File: config.mk
export PLATFORM = sky130hd
export DESIGN_NAME = mtr_pwm_drv
export DESIGN_NICKNAME = d
export VERILOG_FILES = /design/src/rtl/mtr_pwm_drv.sv
export SDC_FILE = /design/constraint.sdc
export NUM_CORES = 1
export LEC_CHECK = 0
export ABC_AREA = 1
export BUFFER_PORTS_ARGS = -buffer_cell sky130_fd_sc_hd__buf_2
export CAP_MARGIN = 20
export CORE_MARGIN = 2
export CORE_UTILIZATION = 57
export DETAILED_ROUTE_END_ITERATION = 12
export GPL_TIMING_DRIVEN = 0
export PLACE_DENSITY = 0.77
export SLEW_MARGIN = 15
export SYNTH_ARGS = -nofsm -noshare
export SYNTH_HDL_FRONTEND = slang
export SYNTH_SLANG_ARGS = --single-unit
File: constraint.sdc
create_clock -name clk -period 4.5 [get_ports clk]
set_clock_uncertainty 0.15 [all_clocks]
set_input_delay 0.675 -clock clk [delete_from_list [all_inputs] [get_ports clk]]
set_output_delay 0.675 -clock clk [all_outputs]
set_load 0.02 [all_outputs]
File: src/rtl/mtr_pwm_drv.sv
// mtr_pwm_drv: signed speed to dead-time protected complementary PWM.
// Build option SPD_SLEW_EN limits duty change per PWM period to SLEW_STEP.

module mtr_pwm_nov #(
  parameter int DEAD_CYC = 32
) (
  input  logic clk,
  input  logic rst_n,
  input  logic raw,
  output logic pwm1,
  output logic pwm2
);

  typedef enum logic {
    DEAD  = 1'b0,
    DRIVE = 1'b1
  } nov_st_e;

  localparam logic [7:0] DEAD_LAST = 8'(DEAD_CYC - 1);

  nov_st_e    state_q, state_d;
  logic [7:0] dcnt_q, dcnt_d;
  logic       raw_q, raw_d;
  logic       pwm1_q, pwm1_d;
  logic       pwm2_q, pwm2_d;
  logic       raw_edge;

  assign raw_edge = raw ^ raw_q;
  assign raw_d    = raw;

  // State register. raw_q resets high because the reset duty
  // (50%) makes raw high at cnt 0, so release sees no false edge.
  always_ff @(posedge clk or negedge rst_n) begin
    if (!rst_n) begin
      state_q <= DEAD;
      dcnt_q  <= 8'd0;
      raw_q   <= 1'b1;
      pwm1_q  <= 1'b0;
      pwm2_q  <= 1'b0;
    end else begin
      state_q <= state_d;
      dcnt_q  <= dcnt_d;
      raw_q   <= raw_d;
      pwm1_q  <= pwm1_d;
      pwm2_q  <= pwm2_d;
    end
  end

  // Next state: any raw edge restarts the dead interval.
  always_comb begin
    state_d = state_q;
    dcnt_d  = dcnt_q;
    unique case (state_q)
      DRIVE: begin
        if (raw_edge) begin
          state_d = DEAD;
          dcnt_d  = 8'd0;
        end
      end
      DEAD: begin
        if (raw_edge) begin
          dcnt_d = 8'd0;
        end else if (dcnt_q == DEAD_LAST) begin
          state_d = DRIVE;
        end else begin
          dcnt_d = dcnt_q + 8'd1;
        end
      end
      default: begin
        state_d = DEAD;
        dcnt_d  = 8'd0;
      end
    endcase
  end

  // Outputs: legs only follow raw while driving, else both off.
  always_comb begin
    pwm1_d = 1'b0;
    pwm2_d = 1'b0;
    if (state_d == DRIVE) begin
      pwm1_d = raw;
      pwm2_d = ~raw;
    end
  end

  assign pwm1 = pwm1_q;
  assign pwm2 = pwm2_q;

endmodule

module mtr_pwm_drv #(
  parameter int DEAD_CYC  = 32,
  parameter int SLEW_STEP = 16
) (
  input  logic        clk,
  input  logic        rst_n,
  input  logic [10:0] lft_spd,
  input  logic [10:0] rght_spd,
  output logic        lftPWM1,
  output logic        lftPWM2,
  output logic        rghtPWM1,
  output logic        rghtPWM2,
  output logic        pwm_sync
);

  if (DEAD_CYC < 2 || DEAD_CYC > 255 ||
      SLEW_STEP < 1 || SLEW_STEP > 1023) begin : g_bad_param
    $error("mtr_pwm_drv: parameter out of range");
  end

  localparam logic [10:0] DUTY_RST = 11'h400;
  localparam logic [10:0] CNT_LAST = 11'h7FF;

  logic [10:0] cnt_q, cnt_d;
  logic [10:0] lft_duty_q, lft_duty_d;
  logic [10:0] rght_duty_q, rght_duty_d;
  logic        sync_q, sync_d;
  logic [10:0] lft_tgt, rght_tgt;
  logic        lft_raw, rght_raw;
  logic        load;

  // Offset-binary mapping: adding 0x400 mod 2^11 flips the sign bit.
  assign lft_tgt  = {~lft_spd[10], lft_spd[9:0]};
  assign rght_tgt = {~rght_spd[10], rght_spd[9:0]};

  assign load = (cnt_q == CNT_LAST);

`ifdef SPD_SLEW_EN
  localparam logic signed [11:0] STEP_S = 12'(SLEW_STEP);
  localparam logic [10:0]        STEP_U = 11'(SLEW_STEP);

  function automatic logic [10:0] slew(
    input logic [10:0] tgt,
    input logic [10:0] cur
  );
    logic signed [11:0] d;
    d = $signed({1'b0, tgt}) - $signed({1'b0, cur});
    if (d > STEP_S) begin
      return cur + STEP_U;
    end else if (d < -STEP_S) begin
      return cur - STEP_U;
    end else begin
      return tgt;
    end
  endfunction
`endif

  // Period counter, sync pulse and shadow duty registers.
  always_ff @(posedge clk or negedge rst_n) begin
    if (!rst_n) begin
      cnt_q       <= 11'd0;
      lft_duty_q  <= DUTY_RST;
      rght_duty_q <= DUTY_RST;
      sync_q      <= 1'b0;
    end else begin
      cnt_q       <= cnt_d;
      lft_duty_q  <= lft_duty_d;
      rght_duty_q <= rght_duty_d;
      sync_q      <= sync_d;
    end
  end

  // Duties change only on the last count so a period is never split.
  always_comb begin
    cnt_d       = cnt_q + 11'd1;
    sync_d      = load;
    lft_duty_d  = lft_duty_q;
    rght_duty_d = rght_duty_q;
    if (load) begin
`ifdef SPD_SLEW_EN
      lft_duty_d  = slew(lft_tgt, lft_duty_q);
      rght_duty_d = slew(rght_tgt, rght_duty_q);
`else
      lft_duty_d  = lft_tgt;
      rght_duty_d = rght_tgt;
`endif
    end
  end

  // Raw comparator outputs, pre dead-time.
  assign lft_raw  = (cnt_q < lft_duty_q);
  assign rght_raw = (cnt_q < rght_duty_q);

  mtr_pwm_nov #(
    .DEAD_CYC(DEAD_CYC)
  ) u_lft_nov (
    .clk  (clk),
    .rst_n(rst_n),
    .raw  (lft_raw),
    .pwm1 (lftPWM1),
    .pwm2 (lftPWM2)
  );

  mtr_pwm_nov #(
    .DEAD_CYC(DEAD_CYC)
  ) u_rght_nov (
    .clk  (clk),
    .rst_n(rst_n),
    .raw  (rght_raw),
    .pwm1 (rghtPWM1),
    .pwm2 (rghtPWM2)
  );

  assign pwm_sync = sync_q;

endmodule

==> flow_summary.toml <==
[outcome]
outcome = "finished clean"

[timing]
min_period_over_period_pct = 46.1
finalHoldWorstSlack_ns = 0.242
hold_viol_final = 0
timing.fmax_ghz = 0.482
slew-limit-headroom_pct = 53.6
crit_path_setup_slack_layout_ns = 2.43
post-route-min-period_ns = 2.07
fin_tns_setup_ns = 0
rsz0062_at_grt = "false"
timing_worst_slew_pin_value_ns = 0.697
final-setup-viol-count = 0
final_max_slew_viol_count = 0

[layout]
num_antenna_cells = 0
final_common_cell = "nand2_1"
synthToLayoutAreaGrowth_pct = 13.7
design.final.nets = 408
final_layout_size_suffix_gt1_share_pct = 21.3
final-instance-count-excl-fill = 436
final_cell_area_um2 = 3430
layout.cells.most_common_list = "nand2_1 (59), dfrtp_1 (54), inv_1 (52), buf_2 (27), nor2_1 (25)"

[global_routing]
global_route.usage.total_pct = 20.0
grt_antenna_before_repair = 0
grt_pass1_wl_um = 9320
grt_max_degree = 59
globalRouteOverflowTotal = 0
grt_pass1_vias = 2164

[synth]
synth_fp_nets = 369
number_of_warnings_printed_during_yosys_synthesis = 0
sequential_share_of_the_synthesized_area_pct = 48.2
count_of_state_elements_after_synthesis = 58
syn-mean-instance-area_um2 = 9.38
dominantRegCellSynth = "dfrtp_1"
syn-cell-area_um2 = 3020
post_synth_num_cell_types = 28
async_reset_ff_share_pct = 100
netlist_instances = 322
synth_edf_count = 0

[die]
chipWidth_um = 76.8
floorplan.die.height_um = 76.8
floorplan.initialDensity_pct = 59.1
fp-row-count = 26
fp.dieArea_um2 = 5900
coreArea_um2 = 5110
top_level_ports = 29

[cts]
clock_tree.htree_level_count = 3
path_clk_slew_ns = 0.07
clk_latency_ns = 0.33
tritoncts.num_buffers = 9
clock_net_sink_count = 58
cts-root-buf = "clkbuf_8"
cts_tree = "built"
hold_buffers_post_cts = 0
post-cts-setup-buffers = 0
cts_resized = 0
cts_max_path_buffers = 2

[detailed_routing]
drc_errors = 0
drt-vias-per-instance = 4.83
via_count = 2104
postRouteWirelength_um = 5060
average_wire_length_per_cell_after_detail_routing_um = 11.6
drt-pass1-iter-count = 4
ant_nets = 0
detail_route.iter0.violations = 103

[placed_design]
dpl_cell_area_um2 = 3250
place.gp.congestion = 0.864
placement.io_buffers = 28
placed_cells = 420
dp_hpwl_um = 3700
placement.setup.worst_slack_ns = 2.44

[pwr]
clock_power_share_pct = 44.6
cell_internal_pwr_w = 0.000772
ir_drop_mv = 0.211
power_frac_seq_pct = 53.5
power.share.switching_pct = 20.8
pwr_density_cell_nw_per_um2 = 284
pwr-share-comb_pct = 1.9
leakagePower_nw = 1.88
switchingPower_w = 0.000203

[worst_setup_path]
crit_path_max_incr_delay_ns = 0.48
timing.critical_path.cells = "ha_1 > nand2_1 > inv_1 > nand2_1 > nor2_1 > nand2_1 > nand3_1 > nand2_1 > nand2_1 > nand2_1 > o21ai_0"
arrival_ns = 2.18
worst-path-max-fanout = 6
crit_path_top_delay_cell = "dfrtp_1"
cpMostUsedCell = "nand2_1"
critical_path_class = "flop to flop"
end_kind = "flop"
cp.required_ns = 4.61
crit_path_start_kind = "flop"

[run]
timing.max_cap.violations = 0

[worst_hold_path]
hp-class = "primary input to async pin"
path summary, 6_finish.rpt:
kind                           from                   to  slack, ns  depth (start not counted)
min reg2reg                cnt_q[0]             cnt_q[0]       0.34                          1
max in group asynchronous     rst_n        lft_duty_q[2]       3.50                          1
min                           rst_n        lft_duty_q[1]       0.24                          1
max reg2reg                cnt_q[8]  u_lft_nov.dcnt_q[3]       2.43                         11
max                        cnt_q[8]  u_lft_nov.dcnt_q[3]       2.43                         11
min in group clk           cnt_q[0]             cnt_q[0]       0.34                          1
through the flow:
stage          total power, W  util [%]
2_1_floorplan        0.000531         -
3_3_place_gp         0.000550      63.6
3_5_place_dp         0.000551      63.6
4_1_cts              0.000988      67.2
5_1_grt               0.00101      67.2
6_report             0.000976      67.2
power groups by stage:
stage / registers [W] / logic [W] / clock network [W]
global placement: 0.000531 / 0.0000193 / 0
floorplan: 0.000531 / 0.000000000607 / 0
global route: 0.000521 / 0.0000224 / 0.000470
finish: 0.000522 / 0.0000188 / 0.000435
detailed placement: 0.000531 / 0.0000197 / 0
CTS: 0.000522 / 0.0000198 / 0.000447
registers in the layout, summed over array words and instances, names as in the netlist, 8 cells and up:
signal and flops:
cnt_q 11, lft_duty_q 11, rght_duty_q 11, u_lft_nov.dcnt_q 8
u_rght_nov.dcnt_q 8
cell usage after synthesis (all sizes together), types with 3 or more instances:
library cell,number,area share [%]
nand3,17,3.4
buf,4,1.6
nand2,61,7.7
nor3,7,1.2
nand4,8,1.7
o21ai,26,6.5
dfrtp,54,45
a21oi,9,1.5
xor2,20,5.8
xnor2,3,0.87
inv,54,6.7
nor2,28,4.3
dfstp,4,3.5
ha,23,9.5
layer usage:
metal / up-vias / global-route usage (%) / part of all wire (%)
li1: 1102 / - / -
met1: 958 / 25.8 / 50
met2: 37 / 32.1 / 44
met3: 7 / 5.41 / 3.7
met4: 0 / 8.00 / 1.7
met5: - / 0 / 0
cell families after synthesis:
| kind of cell | share of synthesized area [%] |
|---|---|
| simple gates | 18.7 |
| buf+inv | 8.33 |
| flops | 48.2 |
| compound gates | 8.53 |
| xor+xnor | 6.67 |
| fa+ha+maj | 9.53 |
layout make-up:
class,count,area [µm²]
tap,70,87.6
clock buffer,14,173
buffer,4,48.8
multi-input combinational,206,1310
fill,409,1670
sequential,58,1460
inverter,54,203
timing repair buffer,28,143
clock inverter,2,10.0
critical path, delay by kind of cell, from the launching register on:
family | cells | cell delay, ns
flops | 1 | 0.48
fa+ha+maj | 1 | 0.36
buf+inv | 1 | 0.06
compound gates | 1 | 0.16
simple gates | 8 | 0.79
(Power assumes the default switching activity.)
